### src/rtl/bf_pkg.sv
// Shared types for the bloom-filter lookup arbiter: tuple layout and FSM states.
package bf_pkg;

  localparam int TUPLE_W = 104;

  typedef struct packed {
    logic [71:0] ip_pro;
    logic [15:0] src_port;
    logic [15:0] dest_port;
  } bf_tuple_t;

  typedef enum logic [1:0] {
    IDLE,
    ISSUE,
    WAIT,
    RESP
  } bf_arb_state_e;

endpackage

### src/rtl/bf_lookup_arbiter_rr.sv
// Combinational round-robin pick: first requester at or after the pointer, wrapping.
module bf_rr_arbiter #(
  parameter int NREQ  = 4,
  parameter int PTR_W = $clog2(NREQ)
) (
  input  logic [NREQ-1:0]  i_req,
  input  logic [PTR_W-1:0] i_ptr,
  output logic [NREQ-1:0]  o_gnt,
  output logic [PTR_W-1:0] o_gnt_idx,
  output logic             o_any
);

  int                 w_sum;
  logic [PTR_W-1:0]   w_idx;

  always_comb begin
    o_gnt     = '0;
    o_gnt_idx = '0;
    o_any     = 1'b0;
    w_sum     = 0;
    w_idx     = '0;
    for (int i = 0; i < NREQ; i++) begin
      w_sum = int'(i_ptr) + i;
      if (w_sum >= NREQ) w_sum = w_sum - NREQ;
      w_idx = PTR_W'(w_sum);
      if (!o_any && i_req[w_idx]) begin
        o_any        = 1'b1;
        o_gnt[w_idx] = 1'b1;
        o_gnt_idx    = w_idx;
      end
    end
  end

endmodule

### src/rtl/bf_lookup_arbiter.sv
// Shares one bloom filter among NREQ requesters, one lookup in flight, with timeout.
// Optional statistics counters are enabled by defining BF_ARB_STATS_EN.
module bf_lookup_arbiter
  import bf_pkg::*;
#(
  parameter int NREQ    = 4,
  parameter int TIMEOUT = 64
`ifdef BF_ARB_STATS_EN
  ,
  parameter int CNT_W   = 32
`endif
) (
  input  logic                    clk,
  input  logic                    reset,
  input  logic [NREQ-1:0]         req_valid,
  output logic [NREQ-1:0]         req_ready,
  input  logic [NREQ*TUPLE_W-1:0] req_tuple,
  output logic [NREQ-1:0]         rsp_valid,
  input  logic [NREQ-1:0]         rsp_ready,
  output logic                    rsp_hit,
  output logic                    rsp_err,
  output logic                    bf_valid,
  output logic [71:0]             bf_ip_pro,
  output logic [15:0]             bf_src_port,
  output logic [15:0]             bf_dest_port,
  input  logic                    bf_readyRecv,
  input  logic                    bf_readyRes,
  input  logic                    bf_get_Result,
`ifdef BF_ARB_STATS_EN
  input  logic                    stat_clr,
  output logic [CNT_W-1:0]        stat_lookups,
  output logic [CNT_W-1:0]        stat_hits,
  output logic [CNT_W-1:0]        stat_timeouts,
`endif
  output logic                    busy
);

  localparam int PTR_W = $clog2(NREQ);
  localparam int TMR_W = $clog2(TIMEOUT);

  bf_arb_state_e      r_state, w_next;
  logic [PTR_W-1:0]   r_ptr, r_gnt_idx, w_gnt_idx;
  logic [NREQ-1:0]    w_gnt;
  logic               w_any;
  bf_tuple_t          r_tuple, w_sel_tuple;
  logic [TMR_W-1:0]   r_timer;
  logic               r_hit, r_err;
  logic               w_rsp_accept, w_expired;

  bf_rr_arbiter #(.NREQ(NREQ), .PTR_W(PTR_W)) u_rr (
    .i_req     (req_valid),
    .i_ptr     (r_ptr),
    .o_gnt     (w_gnt),
    .o_gnt_idx (w_gnt_idx),
    .o_any     (w_any)
  );

  assign w_sel_tuple  = req_tuple[int'(w_gnt_idx)*TUPLE_W +: TUPLE_W];
  assign w_rsp_accept = (r_state == RESP) && rsp_ready[r_gnt_idx];
  assign w_expired    = (r_timer == TMR_W'(TIMEOUT - 1));

  assign bf_ip_pro    = r_tuple.ip_pro;
  assign bf_src_port  = r_tuple.src_port;
  assign bf_dest_port = r_tuple.dest_port;

  always_ff @(posedge clk or negedge reset) begin
    if (!reset) r_state <= IDLE;
    else        r_state <= w_next;
  end

  always_comb begin
    w_next    = r_state;
    req_ready = '0;
    rsp_valid = '0;
    rsp_hit   = 1'b0;
    rsp_err   = 1'b0;
    bf_valid  = 1'b0;
    busy      = (r_state != IDLE);
    case (r_state)
      IDLE: begin
        req_ready = w_gnt;
        if (w_any) w_next = ISSUE;
      end
      ISSUE: begin
        bf_valid = 1'b1;
        if (bf_readyRecv) w_next = WAIT;
      end
      // A result arriving on the expiry cycle still counts as a normal response.
      WAIT: begin
        if (bf_readyRes || w_expired) w_next = RESP;
      end
      RESP: begin
        rsp_valid[r_gnt_idx] = 1'b1;
        rsp_hit              = r_hit;
        rsp_err              = r_err;
        if (w_rsp_accept) w_next = IDLE;
      end
      default: w_next = IDLE;
    endcase
  end

  always_ff @(posedge clk or negedge reset) begin
    if (!reset) begin
      r_ptr     <= '0;
      r_gnt_idx <= '0;
      r_tuple   <= '0;
      r_timer   <= '0;
      r_hit     <= 1'b0;
      r_err     <= 1'b0;
    end else begin
      case (r_state)
        IDLE: if (w_any) begin
          r_tuple   <= w_sel_tuple;
          r_gnt_idx <= w_gnt_idx;
          r_hit     <= 1'b0;
          r_err     <= 1'b0;
        end
        ISSUE: if (bf_readyRecv) r_timer <= '0;
        WAIT: begin
          if (bf_readyRes) begin
            r_hit <= bf_get_Result;
            r_err <= 1'b0;
          end else if (w_expired) begin
            r_hit <= 1'b0;
            r_err <= 1'b1;
          end else begin
            r_timer <= r_timer + 1'b1;
          end
        end
        RESP: if (w_rsp_accept) begin
          r_ptr <= (r_gnt_idx == PTR_W'(NREQ - 1)) ? '0 : r_gnt_idx + 1'b1;
        end
        default: ;
      endcase
    end
  end

`ifdef BF_ARB_STATS_EN
  // Counters saturate at all-ones; a clear beats an increment in the same cycle.
  always_ff @(posedge clk or negedge reset) begin
    if (!reset) begin
      stat_lookups  <= '0;
      stat_hits     <= '0;
      stat_timeouts <= '0;
    end else if (stat_clr) begin
      stat_lookups  <= '0;
      stat_hits     <= '0;
      stat_timeouts <= '0;
    end else if (w_rsp_accept) begin
      if (stat_lookups != '1)            stat_lookups  <= stat_lookups + 1'b1;
      if (r_hit && (stat_hits != '1))     stat_hits     <= stat_hits + 1'b1;
      if (r_err && (stat_timeouts != '1)) stat_timeouts <= stat_timeouts + 1'b1;
    end
  end
`endif

endmodule

### config.mk
export PLATFORM = sky130hd
export DESIGN_NAME = bf_lookup_arbiter
export DESIGN_NICKNAME = d
export VERILOG_FILES = /design/src/rtl/bf_pkg.sv /design/src/rtl/bf_lookup_arbiter_rr.sv /design/src/rtl/bf_lookup_arbiter.sv
export SDC_FILE = /design/constraint.sdc
export NUM_CORES = 1
export LEC_CHECK = 0
export CAP_MARGIN = 0
export CORE_AREA = 3 3 213 215
export CTS_CLUSTER_SIZE = 24
export DETAILED_ROUTE_END_ITERATION = 16
export DIE_AREA = 0 0 216 218
export GPL_TIMING_DRIVEN = 0
export PLACE_DENSITY = 0.49
export SYNTH_ARGS = -nofsm -noshare
export SYNTH_HDL_FRONTEND = slang
export SYNTH_HIERARCHICAL = 1
export SYNTH_SLANG_ARGS = --single-unit
### constraint.sdc
create_clock -name clk -period 4.6 [get_ports clk]
set_input_delay 0.46 -clock clk [delete_from_list [all_inputs] [get_ports clk]]
set_output_delay 0.46 -clock clk [all_outputs]
set_load 0.01 [all_outputs]
After elaboration in Yosys (flattened, before gate mapping)
Cells that the tools add are included.
{"block": "totals", "reg_bits": 118, "inputBits": 429, "elab_cells": 129, "out_inout_bits": 116}
{"block": "op_classes", "shift": 1, "mux": 58, "reduce_logical": 22, "bitwise": 3, "n_mul": 1, "eq_ne": 12, "n_addsub": 9, "n_lt_le_gt_ge": 14}
{"cell": "$shiftx 416x10->104", "count": 1}
{"cell": "$mux 2", "count": 13}
{"cell": "$mux 4", "count": 6}
{"cell": "$mux 1", "count": 22}
{"cell": "$mux 6", "count": 3}
{"cell": "$lt 2x3->1 const B", "count": 5}
{"cell": "$or 4x4->4", "count": 3}
{"cell": "$pmux 6 s2", "count": 1}
{"cell": "$bmux 1 s2", "count": 5}
{"cell": "$demux 1 s2", "count": 5}
{"cell": "$ge 2x1->1 const B", "count": 5}
{"cell": "$ne 2x2->1 const B", "count": 5}
{"cell": "$ge 3x3->1 const B", "count": 3}
{"cell": "$logic_and 1x1->1", "count": 9}
{"cell": "$pmux 2 s4", "count": 1}
{"cell": "$reduce_and 4->1", "count": 2}
{"cell": "$sub 2x1->2 const B", "count": 4}
{"cell": "$add 2x2->3 const B", "count": 2}
{"cell": "$add 6x1->6 const B", "count": 1}
{"cell": "$eq 2x2->1 const B", "count": 3}
{"cell": "$eq 6x6->1 const B", "count": 1}
{"cell": "$mul 2x4->6 const B", "count": 1}
{"cell": "$reduce_bool 2->1", "count": 3}
{"cell": "$pmux 1 s2", "count": 2}
{"cell": "other kinds (11)", "count": 14}

Longest topological paths before layout
Gate-level depths: netlist (run 1).
{"block": "logic_depth", "depth_word": 16, "ltp_mapped": 13, "mapped_depth_nobuf": 8}

By module
Netlist (run 1), hierarchy kept.
{"module": "bf_lookup_arbiter", "seq_area_each_um2": 2952.8, "area_each_um2": 7293.2, "cells_per_inst": 452, "n_inst": 1}
{"module": "bf_rr_arbiter", "seq_area_each_um2": 0.0, "area_each_um2": 421.7, "cells_per_inst": 45, "n_inst": 1}

Worst setup path before layout (run 1)
No wires, ideal clock.
{"block": "synth_path", "path_type": "reg2reg", "start": "register r_ptr[0]", "end": "register r_tuple (netlist bit bf_dest_port[10])", "setup_time_ns": 0.125, "t_required_ns": 4.475, "synth_period_minus_slack_ns": 3.192, "slack_ns": 1.408, "n_path_buf": 5, "arrival_ns": 3.068, "path_stages_with_launch": 14, "path_cell_list": "dfrtp_1 > buf_6 > inv_1 > ha_1 > mux4_2 > buf_6 > nor4b_4 > nor2_1 > a32o_1 > buf_2 > buf_4 > clkbuf_1 > mux4_2 > mux2_2"}
{"block": "synth_between", "elab_chain_len": 16, "elab_cells_between_ends": 40, "cone_classes": "add/sub: 7; mul: 1; order compare: 4; shift: 1; mux: 20; reduce/logical: 7"}
{"element": "start: declaration", "line_no": "bf_lookup_arbiter.sv:42", "text": "logic [PTR_W-1:0] r_ptr, r_gnt_idx, w_gnt_idx;"}
{"element": "start signal: assignment", "line_no": "bf_lookup_arbiter.sv:131", "text": "r_ptr <= (r_gnt_idx == PTR_W'(NREQ - 1)) ? '0 : r_gnt_idx + 1'b1;"}
{"element": "parallel branches: the longest is 13 deep, another holds $add 2x1->3"}
{"element": "$mux 2 (*)", "line_no": "bf_lookup_arbiter_rr.sv:26", "text": "if (!o_any && i_req[w_idx]) begin"}
{"element": "via w_gnt_idx[1]", "line_no": "bf_lookup_arbiter.sv:42"}
{"element": "$mul 2x4->6 (*)", "line_no": "bf_lookup_arbiter.sv:58", "text": "assign w_sel_tuple = req_tuple[int'(w_gnt_idx)*TUPLE_W +: TUPLE_W];"}
{"element": "$shiftx 416x10->104 (*)", "line_no": "bf_lookup_arbiter.sv:58"}
{"element": "end signal: assignment", "line_no": "bf_lookup_arbiter.sv:113", "text": "r_tuple <= w_sel_tuple;"}
{"element": "end: declaration", "line_no": "bf_lookup_arbiter.sv:45", "text": "bf_tuple_t r_tuple, w_sel_tuple;"}
Mark *: on every way through the listed nets, which the timed path passes. The select of a mux whose other input is x is not followed.
A chain may end at the register's enable or synchronous reset.

Worst setup path in the final report (run 1)
{"block": "layout_path", "start": "register r_ptr[1]", "end": "register r_tuple (netlist bit bf_src_port[14])"}
Same word-level chain as after synthesis.

==> results of run 1 <==
[metal layers]
layer,up-vias,part of all wire,GRT usage
met4,0,0.013,0.03655
li1,3139,-,-
met2,286,0.51,0.2558
met1,3519,0.41,0.1761
met3,21,0.069,0.04250
met5,-,0,0
[synthesized netlist by cell type]
cell type,instances
nor4_1,1
o21ai_0,9
buf_4,1
mux4_1,2
nand3_1,4
nor2b_1,2
o31ai_1,4
dfrtp_1,118
a22o_1,1
a21o_1,1
mux4_2,107
ha_1,14
clkbuf_1,11
and2b_2,1
o32a_1,1
nand2b_1,4
o221ai_1,2
nand2_1,14
a32o_1,1
buf_1,6
nor2_1,6
a31oi_1,4
nor3_1,2
and3_1,1
o22ai_1,2
buf_8,5
mux2_2,110
mux2i_1,2
and2_1,10
a21oi_1,4
or3_1,1
o41ai_1,1
nand4b_1,1
o32ai_1,1
buf_2,14
o211ai_1,2
a21boi_0,1
a22oi_1,9
nor4b_4,1
inv_1,12
buf_6,4
[metrics by stage]
step | setup slack (ps) | TNS, ps | hold WS [ps] | total power [W] | instances
global placement | -2419 | -282720 | 486.4 | 0.009021 | 1633
global route | 83.31 | 0 | 513.0 | 0.01099 | 1667
floorplan | 1408 | 0 | 164.4 | 0.006250 | 497
finish | 378.9 | 0 | 500.6 | 0.01024 | 1668
CTS | 259.8 | 0 | 505.0 | 0.01051 | 1667
detailed placement | 197.8 | 0 | 474.8 | 0.009042 | 1634
[final cells by class]
class / count / share of cell area
clock buffers: 22 / 0.03329
well taps: 592 / 0.05092
flip-flops and latches: 118 / 0.2030
multi-input cells: 326 / 0.3063
clock inverters: 10 / 0.008257
repair buffers: 546 / 0.3770
diodes: 1 / 0.0001720
plain buffers: 41 / 0.01798
inverters: 12 / 0.003096
[sequential cells by signal, indices dropped and copies added (netlist names)]
name	cells
bf_dest_port	16
bf_ip_pro	72
bf_src_port	16
r_err	1
r_gnt_idx	2
r_hit	1
r_ptr	2
r_state	2
r_timer	6
[worst max-delay path, delay by kind of cell, from the launching register on]
kind,cells,cell delay [ps]
adder cells (fa/ha/maj),1,380
buffers and inverters,5,1650
multiplexers,3,1060
AO/OA/AOI/OAI,1,210
AND/OR/NAND/NOR,1,260
flip-flops,1,530
[power groups by stage]
stage | Sequential (W) | Combinational (W) | Clock (W)
finish | 0.00188 | 0.00696 | 0.00140
global route | 0.00196 | 0.00754 | 0.00149
CTS | 0.00189 | 0.00716 | 0.00146
detailed placement | 0.00190 | 0.00714 | 0
global placement | 0.00189 | 0.00714 | 0
floorplan | 0.00209 | 0.00416 | 0
[repair_timing]
action                     in CTS  in global routing
hold endpoints to repair        9                  0
setup endpoints to repair       0                  0
hold buffers                    1                  0
[logic make-up (layout without fill, tap and decap cells)]
| family | count (synthesis) | count (layout) | share of synthesized area |
|---|---|---|---|
| simple gates | 48 | 48 | 0.03438 |
| mux | 221 | 221 | 0.4823 |
| flops | 118 | 118 | 0.3827 |
| buf+inv | 53 | 631 | 0.03973 |
| fa+ha+maj | 14 | 14 | 0.02271 |
| compound gates | 43 | 43 | 0.03811 |
| other cells | 0 | 1 | 0 |
[worst max path at each step]
stage / start / to / cells past startpoint
after detailed placement: req_valid[3] / bf_src_port[14] / 10
after global placement: reset / bf_dest_port[10] / 1
final: r_ptr[1] / bf_src_port[14] / 11
after floorplan: r_ptr[0] / bf_dest_port[10] / 13
after CTS: r_ptr[1] / bf_src_port[14] / 11
after global routing: r_ptr[1] / bf_src_port[14] / 11
==> metrics.log, run 1 <==
[metrics] Inserted Clock Buffers: 17
[metrics] number of violations reported at the end of detailed-routing iteration 0: 265
[metrics] top library cells by usage in the layout, fill and taps aside: 543 x clkdlybuf4s50_1, 118 x dfrtp_1, 110 x mux2_2
[metrics] RSZ-0062 raised after global routing: false
[metrics] number of vias after detailed routing: 6,965
[metrics] number of unique standard cell types used by synthesis: 41
[metrics] startpoint of the most critical hold path: bf_src_port[14]
[metrics] GR Overflow Total: 0
[metrics] max-slew violation total from the final report: 0
[metrics] CTS H-tree depth: 4
[metrics] via count of the first global-routing pass: 7,724
[metrics] Synthesized Nets: 940
[metrics] area share of the largest cell type after synthesis: 0.3827
[metrics] Slowest Stage Delay on Critical Path: 810 ps
[metrics] DP Wirelength: 29,330 um
[metrics] proportion of power drawn by combinational gates: 0.680
[metrics] clock input transition at the sequential cells of the worst setup and hold paths: 60 ps
[metrics] CP arrival: 4530 ps
[metrics] die area: 0.04709 mm2
[metrics] Setup-failing EPs final: 0
[metrics] Crit. End Element: flop
[metrics] Max IR drop VDD: 0.2998 mV
[metrics] maximum fanout along the worst path: 10
[metrics] post-CTS resize count: 0
[metrics] relative max-transition margin: 0.2995
[metrics] measured slew at the worst slew-check pin: 1051 ps
[metrics] TritonCTS clock tree: done
[metrics] width of the die: 216 um
[metrics] path category of the worst min-delay check: flop to flop
[metrics] remaining design rule violation count: 0
[metrics] count of input and output buffers: 544
[metrics] min cycle time layout: 4221 ps
[metrics] Root Buffer: clkbuf_16
[metrics] end of the worst hold path: bf_src_port[14]
[metrics] fraction of the yosys area taken by sequential cells: 0.3827
[metrics] Leakage Power: 5.430 nW
[metrics] maximum number of pins on one net before global-route repair: 67
[metrics] DR vias/cell: 4.176
[metrics] initial antenna violation count: 3
[metrics] power dissipated by switching net loads: 0.003822 W
[metrics] core footprint: 0.04393 mm2
[metrics] antenna violation net count after detailed routing: 0
[metrics] die boundary height: 218 um
[metrics] Placer Congestion: 0.7849
[metrics] worst reg2reg endpoint: bf_src_port[14]
[metrics] Power Density: 703.8 mW/mm2
[metrics] share of the cycle needed by the critical path after routing: 0.9176
[metrics] max-cap viol count: 0
[metrics] cell-by-cell listing of the critical path: inv_1 > ha_1 > mux4_2 > buf_6 > nor3_1 > a32o_1 > buf_2 > buf_4 > clkbuf_1 > mux4_2 > mux2_2
[metrics] I/O Pins: 545
[metrics] Final Core Density: 0.3311
[metrics] Multi-input gate area: 0.004456 mm2
[metrics] dominant cells by area after synthesis: dfrtp_1 38%, mux4_2 31%, mux2_2 16%
[metrics] flip-flop and latch area: 0.002953 mm2
[metrics] CTS sink count: 118
[metrics] highest clock rate: 0.2369 GHz
[metrics] switching part of the total: 0.3733
[metrics] Yosys warning total: 6
[metrics] sequential fraction of design power: 0.184
[metrics] Max Buffers Root-to-Sink: 2
[metrics] post-DR wirelength/cell: 20.95 um
[metrics] Top cell by count, worst path: mux4_2
[metrics] share of power burned in the clock network: 0.136
[metrics] final clock skew: 8.588 ps
[metrics] startpoint of the most critical register-to-register path: r_ptr[1]
[metrics] effective utilization at floorplan: 0.1756
[metrics] status: complete, no violations
[metrics] Total GRT Usage: 0.1458
[metrics] hold violation count in the final report: 0
[metrics] proportion of layout cells with a drive suffix above 1: 0.2567
[metrics] data required time of the critical path: 4910 ps
[metrics] Yosys top cell by area: dfrtp_1
[metrics] first-pass GRT wire length: 50,470 um
[metrics] syn_area_per_cell: 15.52 um2
[metrics] Setup Crit Path Kind: flop to flop
[metrics] count of mapped cells out of synthesis: 497
[metrics] number of synthesized register bits: 118
[metrics] type of element launching the critical path: flop
[metrics] number of fillers in the final layout: 4,486
[metrics] depth of the most critical reg-to-reg path: 11
[metrics] area of the mapped netlist: 0.007715 mm2
[metrics] Post-Route WL: 34,940 um
[metrics] worst setup slack for register-to-register paths: 380 ps
[metrics] Int Power: 0.006416 W
[metrics] slowest cell on the critical path: clkbuf_1
[metrics] leading cell type in the layout, fill and taps excluded: clkdlybuf4s50_1
[metrics] clock network latency to the later pin of the worst-skew pair: 430 ps
[metrics] total non-filler cell area in the finished layout: 0.01455 mm2
[metrics] net count reported at finish: 1,505
[metrics] synthesis-to-finish area growth: 88.55%
[metrics] Cells on Worst Hold Path: 1
[metrics] post-CTS setup buffer count: 0
[metrics] instance area after placement: 0.01393 mm2
[metrics] row cnt: 77
[metrics] 1st-pass router iterations: 4
(Power assumes the default switching activity.)
==> inputs of run 2 (changes only) <==
--- a/config.mk
+++ b/config.mk
@@ -5,7 +5,6 @@
 export SDC_FILE = /design/constraint.sdc
 export NUM_CORES = 1
 export LEC_CHECK = 0
-export CAP_MARGIN = 0
 export CORE_AREA = 3 3 213 215
 export CTS_CLUSTER_SIZE = 24
 export DETAILED_ROUTE_END_ITERATION = 16
==> results of run 2 <==
Final layout, timing and power as in run 1 (identical DEF).
==> inputs of run 3 (changes only) <==
--- a/config.mk
+++ b/config.mk
@@ -10,6 +10,7 @@
 export DETAILED_ROUTE_END_ITERATION = 16
 export DIE_AREA = 0 0 216 218
 export GPL_TIMING_DRIVEN = 0
+export MAX_ROUTING_LAYER = met4
 export PLACE_DENSITY = 0.49
 export SYNTH_ARGS = -nofsm -noshare
 export SYNTH_HDL_FRONTEND = slang
==> constraint.sdc (replaced) <==
create_clock -name clk -period 4.43 [get_ports clk]
set_input_delay 0.443 -clock clk [delete_from_list [all_inputs] [get_ports clk]]
set_output_delay 0.443 -clock clk [all_outputs]
set_load 0.01 [all_outputs]
==> run 3 against run 2 <==
Final cell count is the same. Register-to-register slack gained 40 ps. Critical endpoint is now bf_dest_port[12]. Highest routed layer unchanged. Combinational power grew 3.7%. Core utilization is essentially flat. Setup slack gained 42 ps. Design area is essentially flat. Count of clock-buffer cells in the layout is the same. Power grew 3.8%. Non-clock buffer count is the same. Global-route usage grew 0.44 points.
==> metrics.log, run 3 (synthesis gave the netlist of run 1 again) <==
[metrics] Setup-failing EPs final: 0 (unchanged)
[metrics] die boundary height: 218 um (unchanged)
[metrics] Total GRT Usage: 0.1503 (was 0.1458)
[metrics] depth of the most critical reg-to-reg path: 11 (unchanged)
[metrics] CP arrival: 4320 ps (was 4530 ps)
[metrics] CTS H-tree depth: 4 (unchanged)
[metrics] initial antenna violation count: 3 (unchanged)
[metrics] Power Density: 730.7 mW/mm2 (was 703.8 mW/mm2)
[metrics] count of input and output buffers: 544 (unchanged)
[metrics] path category of the worst min-delay check: flop to flop (unchanged)
[metrics] first-pass GRT wire length: 50,330 um (was 50,470 um)
[metrics] Critical Path Sink: bf_dest_port[12] (was bf_src_port[14])
[metrics] RSZ-0062 raised after global routing: false (unchanged)
[metrics] worst setup slack for register-to-register paths: 420 ps (was 380 ps)
[metrics] status: complete, no violations (unchanged)
[metrics] maximum number of pins on one net before global-route repair: 67 (unchanged)
[metrics] 1st-pass router iterations: 4 (unchanged)
[metrics] die area: 0.04709 mm2 (unchanged)
[metrics] clock input transition at the sequential cells of the worst setup and hold paths: 60 ps (about the same)
[metrics] Max Buffers Root-to-Sink: 2 (unchanged)
[metrics] max-cap viol count: 0 (unchanged)
[metrics] Root Buffer: clkbuf_16 (unchanged)
[metrics] post-CTS setup buffer count: 0 (unchanged)
[metrics] Cells on Worst Hold Path: 1 (unchanged)
[metrics] type of element launching the critical path: flop (unchanged)
[metrics] core footprint: 0.04393 mm2 (unchanged)
[metrics] Crit. End Element: flop (unchanged)
[metrics] TritonCTS clock tree: done (unchanged)
[metrics] top library cells by usage in the layout, fill and taps aside: 543 x clkdlybuf4s50_1, 118 x dfrtp_1, 110 x mux2_2 (unchanged)
[metrics] GR Overflow Total: 0 (unchanged)
[metrics] Final Core Density: 0.3311 (about the same)
[metrics] Placer Congestion: 0.7959 (was 0.7849)
[metrics] worst reg2reg endpoint: bf_dest_port[12] (was bf_src_port[14])
[metrics] Power, Total: 0.01063 W (was 0.01024 W)
[metrics] row cnt: 77 (unchanged)
[metrics] Setup crit start: r_ptr[1] (unchanged)
[metrics] DR vias/cell: 4.176 (about the same)
[metrics] Leakage Power: 5.433 nW (was 5.430 nW)
[metrics] flip-flop count of the largest register after layout: 72 (unchanged)
[metrics] number of violations reported at the end of detailed-routing iteration 0: 270 (was 265)
[metrics] share of the cycle needed by the critical path after routing: 0.9051 (was 0.9176)
[metrics] final cell count without fillers: 1,668 (unchanged)
[metrics] synthesis-to-finish area growth: 88.57% (was 88.55%)
[metrics] CTS sink count: 118 (unchanged)
[metrics] post-DR wirelength/cell: 20.98 um (was 20.95 um)
[metrics] number of vias after detailed routing: 6,966 (was 6,965)
[metrics] highest clock rate: 0.2494 GHz (was 0.2369 GHz)
[metrics] clock network latency to the later pin of the worst-skew pair: 430 ps (about the same)
[metrics] proportion of layout cells with a drive suffix above 1: 0.2577 (was 0.2567)
[metrics] min cycle time layout: 4010 ps (was 4221 ps)
[metrics] placed cell count: 1,634 (unchanged)
[metrics] width of the die: 216 um (unchanged)
[metrics] startpoint of the most critical register-to-register path: r_ptr[1] (unchanged)
[metrics] Hold Slack: 500.6 ps (about the same)
[metrics] Inserted Clock Buffers: 17 (unchanged)
[metrics] Post-Route WL: 34,990 um (was 34,940 um)
[metrics] Max IR drop VDD: 0.3115 mV (was 0.2998 mV)
[metrics] I/O Pins: 545 (unchanged)
[metrics] Setup Crit Path Kind: flop to flop (unchanged)
[metrics] net count reported at finish: 1,505 (unchanged)
[metrics] max-slew violation total from the final report: 0 (unchanged)
[metrics] hold violation count in the final report: 0 (unchanged)
[metrics] via count of the first global-routing pass: 7,765 (was 7,724)
[metrics] remaining design rule violation count: 0 (unchanged)
[metrics] Setup TNS Final: 0 ps (unchanged)
[metrics] data required time of the critical path: 4740 ps (was 4910 ps)
[metrics] DP Wirelength: 29,330 um (unchanged)
[metrics] maximum fanout along the worst path: 10 (unchanged)
[metrics] measured slew at the worst slew-check pin: 892.0 ps (was 1051 ps)
[metrics] antenna violation net count after detailed routing: 0 (unchanged)
[metrics] effective utilization at floorplan: 0.1756 (unchanged)
[metrics] leading cell type in the layout, fill and taps excluded: clkdlybuf4s50_1 (unchanged)
[metrics] final clock skew: 8.492 ps (was 8.588 ps)
[metrics] relative max-transition margin: 0.4053 (was 0.2995)
## run 3: final cells by class
class                   count  area (um2)
clock buffers              22       484.2
inverters                  12       45.04
multi-input cells         326        4456
flip-flops and latches    118        2953
diodes                      1       2.502
clock inverters            10       120.1
well taps                 592       740.7
fillers                  4485       29380
repair buffers            546        5484
plain buffers              41       262.8
## run 3: power breakdown
group | switching [W] | internal, W
combinational | 0.00310 | 0.00412
sequential | 0.000307 | 0.00165
clock | 0.000559 | 0.000891
## run 3: worst min-delay path by stage
stage                                  end       startpoint  slack, ps
after detailed placement  bf_dest_port[15]            reset        460
after CTS                    bf_ip_pro[66]    bf_ip_pro[66]        500
final                      bf_src_port[14]  bf_src_port[14]        500
after global routing         bf_ip_pro[66]    bf_ip_pro[66]        510
after floorplan            bf_dest_port[0]            reset        150
after global placement       bf_ip_pro[48]    bf_ip_pro[48]        490
## run 3: per-stage QoR
step	setup slack (ps)	area, um2
2_1_floorplan	1238	7715
3_3_place_gp	-2572	13900
3_5_place_dp	44.75	13930
4_1_cts	89.84	14540
5_1_grt	160.7	14550
6_report	420.4	14550
## run 3: timing repair
item                                    4_1_cts  5_1_grt
endpoints found under the hold margin        13        0
endpoints found under the setup margin        0        9
resized for setup                             0        3
hold buffers                                  1        0
## run 3: layer usage
layer,up-vias,GRT usage,part of all wire
met2,284,0.2563,0.51
met4,0,0.03655,0.011
li1,3140,-,-
met3,19,0.04069,0.062
met1,3523,0.1773,0.41
met5,-,-,0
## run 3: critical path: stages (launching register included)
cell	delay [ps]
dfrtp_1	530
inv_1	160
ha_1	380
mux4_2	320
buf_6	160
nor3_1	260
a32o_1	210
buf_2	250
buf_4	270
clkbuf_1	590
mux4_2	460
mux2_2	280
